<file path="src/rtl/adder_result_stage.sv">
// Registered result stage behind the carry-skip adder: overflow detect, optional
// saturation, overflow event counter, and a main+skid valid/ready buffer.
module adder_result_stage #(
  parameter int N        = 8,
  parameter bit SATURATE = 1'b0,
  parameter int CNT_W    = 16
) (
  input  logic             clk_i,
  input  logic             rst_i,
  input  logic [N-1:0]     a_i,
  input  logic [N-1:0]     b_i,
  input  logic [N-1:0]     sum_i,
  input  logic             cout_i,
  input  logic             in_valid_i,
  output logic             in_ready_o,
  output logic [N-1:0]     result_o,
  output logic             cout_o,
  output logic             ovf_o,
  output logic             out_valid_o,
  input  logic             out_ready_i,
  input  logic             clr_cnt_i,
  output logic [CNT_W-1:0] ovf_cnt_o
);

  logic             main_vld_q, main_vld_d;
  logic [N-1:0]     main_res_q, main_res_d;
  logic             main_cout_q, main_cout_d;
  logic             main_ovf_q, main_ovf_d;
  logic             skid_vld_q, skid_vld_d;
  logic [N-1:0]     skid_res_q, skid_res_d;
  logic             skid_cout_q, skid_cout_d;
  logic             skid_ovf_q, skid_ovf_d;
  logic [CNT_W-1:0] cnt_q, cnt_d;

  logic             in_ovf;
  logic [N-1:0]     in_res;
  logic             in_xfer;
  logic             drain;

  always_comb begin
    in_ovf = (a_i[N-1] == b_i[N-1]) && (sum_i[N-1] != a_i[N-1]);
    in_res = sum_i;
    if (SATURATE && in_ovf) begin
      in_res = a_i[N-1] ? {1'b1, {(N-1){1'b0}}} : {1'b0, {(N-1){1'b1}}};
    end
  end

  // Ready depends only on skid occupancy, so no path from out_ready_i.
  assign in_ready_o = !skid_vld_q;
  assign in_xfer    = in_valid_i && !skid_vld_q;
  assign drain      = main_vld_q && out_ready_i;

  always_comb begin
    main_vld_d  = main_vld_q;
    main_res_d  = main_res_q;
    main_cout_d = main_cout_q;
    main_ovf_d  = main_ovf_q;
    skid_vld_d  = skid_vld_q;
    skid_res_d  = skid_res_q;
    skid_cout_d = skid_cout_q;
    skid_ovf_d  = skid_ovf_q;

    if (drain) begin
      if (skid_vld_q) begin
        main_res_d  = skid_res_q;
        main_cout_d = skid_cout_q;
        main_ovf_d  = skid_ovf_q;
        skid_vld_d  = 1'b0;
      end else begin
        main_vld_d = 1'b0;
      end
    end

    // in_xfer implies skid empty, so it never collides with the skid->main move.
    if (in_xfer) begin
      if (!main_vld_q || drain) begin
        main_vld_d  = 1'b1;
        main_res_d  = in_res;
        main_cout_d = cout_i;
        main_ovf_d  = in_ovf;
      end else begin
        skid_vld_d  = 1'b1;
        skid_res_d  = in_res;
        skid_cout_d = cout_i;
        skid_ovf_d  = in_ovf;
      end
    end
  end

  always_comb begin
    cnt_d = cnt_q;
    if (clr_cnt_i) begin
      cnt_d = '0;
    end else if (in_xfer && in_ovf && (cnt_q != {CNT_W{1'b1}})) begin
      cnt_d = cnt_q + CNT_W'(1);
    end
  end

  always_ff @(posedge clk_i) begin
    if (rst_i) begin
      main_vld_q  <= 1'b0;
      main_res_q  <= '0;
      main_cout_q <= 1'b0;
      main_ovf_q  <= 1'b0;
      skid_vld_q  <= 1'b0;
      skid_res_q  <= '0;
      skid_cout_q <= 1'b0;
      skid_ovf_q  <= 1'b0;
      cnt_q       <= '0;
    end else begin
      main_vld_q  <= main_vld_d;
      main_res_q  <= main_res_d;
      main_cout_q <= main_cout_d;
      main_ovf_q  <= main_ovf_d;
      skid_vld_q  <= skid_vld_d;
      skid_res_q  <= skid_res_d;
      skid_cout_q <= skid_cout_d;
      skid_ovf_q  <= skid_ovf_d;
      cnt_q       <= cnt_d;
    end
  end

  assign out_valid_o = main_vld_q;
  assign result_o    = main_res_q;
  assign cout_o      = main_cout_q;
  assign ovf_o       = main_ovf_q;
  assign ovf_cnt_o   = cnt_q;

endmodule

</file>
<file path="config.mk">
export PLATFORM = sky130hd
export DESIGN_NAME = adder_result_stage
export DESIGN_NICKNAME = d
export VERILOG_FILES = /design/src/rtl/adder_result_stage.sv
export SDC_FILE = /design/constraint.sdc
export NUM_CORES = 1
export LEC_CHECK = 0
export BUFFER_PORTS_ARGS = -buffer_cell sky130_fd_sc_hd__buf_2
export CAP_MARGIN = 30
export CORE_UTILIZATION = 56
export CTS_BUF_LIST = sky130_fd_sc_hd__clkbuf_8
export CTS_CLUSTER_SIZE = 12
export DETAILED_ROUTE_END_ITERATION = 10
export HOLD_SLACK_MARGIN = 0.05
export PLACE_DENSITY = 0.87
export SLEW_MARGIN = 10
export SYNTH_ARGS = -nofsm -noshare
export SYNTH_HDL_FRONTEND = slang
export SYNTH_SLANG_ARGS = --single-unit
</file>
<file path="constraint.sdc">
create_clock -name clk_i -period 5.9 [get_ports clk_i]
set_clock_uncertainty 0.2 [all_clocks]
set_input_delay 0.885 -clock clk_i [delete_from_list [all_inputs] [get_ports clk_i]]
set_output_delay 0.885 -clock clk_i [all_outputs]
set_load 0.01 [all_outputs]
</file>
### Word-level counts from Yosys, hierarchy flattened

Index checks and enable logic that the tools add are counted.

* flip-flop bits (word level): 38
* latch bits: 0
* RAM bits: 0
* ROM bits: 0
* input bits: 30
* output and inout port bits: 28
* logic and storage cells: 43
* memories kept: 0

* add/sub/neg operators: 1
* $mul: 0
* divide/modulo/power cells: 0
* $lt $le $gt $ge: 0
* equality and inequality tests: 3
* shifts and indexed selects: 0
* multiplexer cells: 19
* bitwise gates (word level): 1
* reductions and logical operators: 10

Operators with widths (number)
* 8-bit two-way mux: 4
* 16-bit by 1-bit adder with 16-bit output (second input constant): 1
* 16-bit != test (second input constant): 1
* 1-bit two-way mux: 15
* 1-bit logical AND: 5
* 1-bit logical NOT: 2
* 2-bit AND reduction: 1
* 2-bit OR reduction: 1
* 1-bit == test: 1
* 1-bit logical OR: 1
* 1-bit != test: 1
* 1-bit inverter: 1

### Longest topological paths before layout

* depth in word-level cells: 4
* gate-level depth with buffers: 6
* depth with buffers taken out: 5

### Least setup slack after synthesis

OpenSTA, ideal clock, no wires.

* path type: input port to flip-flop
* start point: in b_i[7]
* end point: reg cnt_q[14] (netlist: ovf_cnt_o[14])
* arrival: 2.210 ns
* path slack: 3.420 ns
* cell stages on the path: 4
* path through: or3b_4 > a211o_1 > or4_1 > a21oi_1

* cells in the longest elaborated chain, start to end: 4

RTL lines
* start, declared: line 11 `input logic [N-1:0] b_i,`
* 1-bit == test: line 41 `in_ovf = (a_i[N-1] == b_i[N-1]) && (sum_i[N-1] != a_i[N-1]);`
* 1-bit logical AND: line 41
* 1-bit logical AND (2 in a row): line 94 `end else if (in_xfer && in_ovf && (cnt_q != {CNT_W{1'b1}})) begin`
* end signal, assigned: line 119 `cnt_q <= cnt_d;`
* end, declared: line 33 `logic [CNT_W-1:0] cnt_q, cnt_d;`

Every way passes these cells.
A chain may end at the register's enable or synchronous reset.

### Final worst setup path

Same ends and word-level chain as after synthesis.

==> impl_summary.md <==
Yosys
The synthesized netlist devotes 0.6969% of its cell area to adder and majority cells. Synthesis produced a netlist whose cell count is 211. The post-synth design cell area is 1795 sq um.

The share of flip-flops with an asynchronous set or reset is 0%. After synthesis, the largest family of logic cells by area is simple AND/OR/NAND/NOR gates. The xor and xnor area share after synthesis is 0%.

The number of warnings reported in the yosys synthesis log is 0. The simple logic cell fraction of the synthesized area is 26.34%. The number of nets handed over by synthesis was 242. The sequential element share of the synthesized area is 42.37%. The dominant register cell in the synthesized netlist is dfxtp_1. The synthesized-area fraction occupied by ao, oa, aoi and oai cells is 20.00%. The average instance area after synthesis is 8.509 sq um. The multiplexer share of the synthesized area is 7.317%. In this run, synthesis produced a sequential element count of 38. The number of synthesized flops with an enable pin is 0. The count of distinct cell types in the synthesized netlist is 39.

Global routing
The first global-routing pass estimated 6.720 mm of wire. The number of antenna violations at the first check in global routing came to 0. The global-route usage over all layers is 25.73%. The total congestion overflow is 0.

The via count of the first global-routing pass is 1483. Entering global routing, the biggest net connects 28 pins.

Clocking
The buffer count from post-CTS setup fixing is 0. The longest clock path from root to sink contains 2 buffers. Clock-pin slew was measured on the worst setup and hold paths at 70 ps. The H-tree generated during clock tree synthesis spans 2 levels. The post-CTS resize count is 0. The TritonCTS clock tree is yes.

The clock tree root buffer cell is clkbuf_8. Clock tree synthesis found a total of 38 sinks. Clock latency on the worst-skew pair, taken at its later pin, is 290 ps. Clock tree synthesis inserted a total of 5 buffers. The total of hold buffers inserted after clock tree synthesis is 0.

Placement
The HPWL after detailed placement is 2.752 mm. Port buffering added 43 buffers. The count of placed standard cells including taps is 288.

The routability-driven placement congestion ratio is 0.8158.

Setup path
The logic depth of the worst register-to-register path is 5. The maximum fanout along the worst path is 8. The kind of cell with the highest combined delay on the critical path is simple AND/OR/NAND/NOR gates. In this run the register-to-register setup slack is 3750 ps. The terminus of the critical flop-to-flop path is ovf_cnt_o[10]$_SDFFE_PP0P_. The endpoint class of the critical path is a register. For the worst setup path, the data arrival time is 2450 ps. The slowest stage of the critical path belongs to the cell or4_1.

The worst setup path is launched from an input pin. Counting both buffers and inverters, the worst setup path holds a total of 1. Traced cell by cell, the critical path runs through buf_2, or3b_4, a211o_1, or4_1, a21oi_1. The worst reg2reg path startpoint is ovf_cnt_o[0]$_SDFFE_PP0P_. The critical path's largest stage delay is 500 ps. STA puts the critical path data required time at 5920 ps.

The worst setup path category is in2reg.

Timing
The final period utilization is 41.07%. The time the final worst path needs with I/O delays and setup is 2423 ps. Setup violations remaining at the end of the flow were counted as 0. Setup total negative slack on the finished layout was measured at 0 ps. Based on the critical path, the design can be clocked at up to 412.7 MHz. The worst slew margin relative to its limit is 55.89%. Across all hold checks on the routed design, the worst slack comes to 261.7 ps. The final hold violation count is 0. Setup repair after global routing left no endpoint under its margin.

The worst-margin pin slew is 659.3 ps. The count of final max-slew check failures came to 0.

Detailed routing
The wire length on met3 is 318 um. The average routed wire per standard cell is 13.99 um. The detail-routed via count per cell is 6.010.

The total length of routed met2 wires is 1.984 mm. The initial detailed-routing violation count is 134. Routed signal wires occupy layers up through met4. The aggregate routed wire length is 4.142 mm.

The number of optimization iterations in the first detailed-route pass is 4. The total via count in the routed design is 1779. In the routed design, unresolved DRC markers number 0. The met1 layer wirelength in the final routing is 1.769 mm. The post-route antenna net violation count is 0.

Power and ir drop
Dividing total power by cell area gives a power density of 251.3 nW/um^2. The worst IR drop on VDD is 172.2 uV. The total power is 0.5391 mW. For this design the static power due to leakage is 0.8377 nW.

Floorplanning
The I/O pin count is 58. The core region is 3053 sq um. The height of the die is 58.63 um. For this configuration, the core starts out at a cell density of 58.81%.

From left edge to right edge, the die measures 58.63 um. The die covers 3437 sq um. In this run the core area contains 20 standard-cell rows.

Status
The flow ran to the end, and the final reports show no timing, DRC or antenna violations.

Final layout
Leaving out fill and tap cells, the most frequent cell in the layout is buf_2. The finished layout holds 296 standard cells, fillers aside. Fill cells in the final layout number 257.

The layout net count is 283. The library cells used most frequently in the layout, excluding fill and tap cells, are buf_2, dfxtp_1, nand2_1. From synthesis to final layout, the design area changed by 19.51%.

Once layout is complete, the utilization of the core stands at 70.29%. The post-route netlist has 23.81% of its cells at a drive strength greater than 1. 0 antenna diodes ended up in the layout.

Hold path
The hold-critical path depth is 2. The worst hold path begins at skid_res_q[6]$_SDFFE_PP0P_. The worst hold path belongs to the class reg2reg. The destination of the worst hold path is skid_res_q[6]$_SDFFE_PP0P_.

Run
The count of max-cap constraint violations is 0.
==> cells in the mapped netlist (2+ instances only) <==
cell       n  area, sq um
or4_1      7        52.55
o31ai_1    7        52.55
nand3_1    7        35.03
nand2b_1   2        12.51
nand3b_1   2        15.01
nand4_1    3        18.77
o21ai_0    5        25.02
or3_1      5        31.28
nor4_1     2        12.51
a21oi_1   25        125.1
inv_1      5        18.77
clkbuf_1   8        30.03
a211oi_1  11        82.58
dfxtp_1   38        760.7
or2_2      2        12.51
buf_2      2        10.01
nor2_1    14        52.55
and4_1     2        17.52
mux2i_1   12        120.1
nor3_1     6        30.03
and2_1     2        12.51
nand2_1   27        101.4
==> power breakdown <==
| group | switching, mW | internal, mW |
|---|---|---|
| Sequential | 0.00515 | 0.265 |
| Combinational | 0.0284 | 0.0188 |
| Clock | 0.0864 | 0.135 |
==> registers in the layout, summed over array words and instances (netlist names) <==
| name | count |
|---|---|
| cout_o | 1 |
| result_o | 8 |
| skid_vld_q | 1 |
| skid_cout_q | 1 |
| out_valid_o | 1 |
| skid_ovf_q | 1 |
| skid_res_q | 8 |
| ovf_o | 1 |
| ovf_cnt_o | 16 |
==> cell families (layout without fill, tap and decap cells) <==
family	Yosys count	after routing
compound gates	56	56
flops	38	38
fa+ha+maj	1	1
buf+inv	15	56
mux	13	13
simple gates	88	88
==> layer usage <==
layer	global-route usage (%)	up-vias
met5	0	-
met4	11.90	0
met3	6.813	8
met2	38.42	78
met1	34.81	822
li1	-	871
==> worst reg2reg max path: stages, from the launching register on <==
cell	delay (ps)
dfxtp_1	420
ha_1	200
nand3_1	260
a2111oi_2	380
or4b_1	470
a21oi_1	150
==> final cells by class <==
class | instances | area [sq um] | area share, %
Timing Repair Buffer | 44 | 222.7 | 10.38
Inverter | 5 | 18.77 | 0.8746
Tap cell | 44 | 55.05 | 2.566
Clock inverter | 1 | 30.03 | 1.399
Multi-Input combinational cell | 158 | 975.9 | 45.48
Sequential cell | 38 | 760.7 | 35.45
Clock buffer | 6 | 82.58 | 3.848
==> stage by stage <==
| step | cell area (sq um) | worst slack, ps |
|---|---|---|
| after detailed placement | 2026 | 3185 |
| after global placement | 2026 | 3224 |
| after global routing | 2146 | 3415 |
| final | 2146 | 3477 |
| after CTS | 2138 | 3388 |
| after floorplan | 1795 | 3420 |
==> how the worst max path moves through the flow <==
stage | startpoint | to | depth (start not counted)
6_report | b_i[7] | ovf_cnt_o[14]$_SDFFE_PP0P_ | 5
5_1_grt | b_i[7] | ovf_cnt_o[14]$_SDFFE_PP0P_ | 5
4_1_cts | ovf_cnt_o[0]$_SDFFE_PP0P_ | ovf_cnt_o[1]$_SDFFE_PP0P_ | 5
3_5_place_dp | b_i[7] | ovf_cnt_o[14]$_SDFFE_PP0P_ | 5
3_3_place_gp | b_i[7] | ovf_cnt_o[14]$_SDFFE_PP0P_ | 5
2_1_floorplan | b_i[7] | ovf_cnt_o[14]$_SDFFE_PP0P_ | 4
No activity file was read; power rests on OpenSTA's default activity.
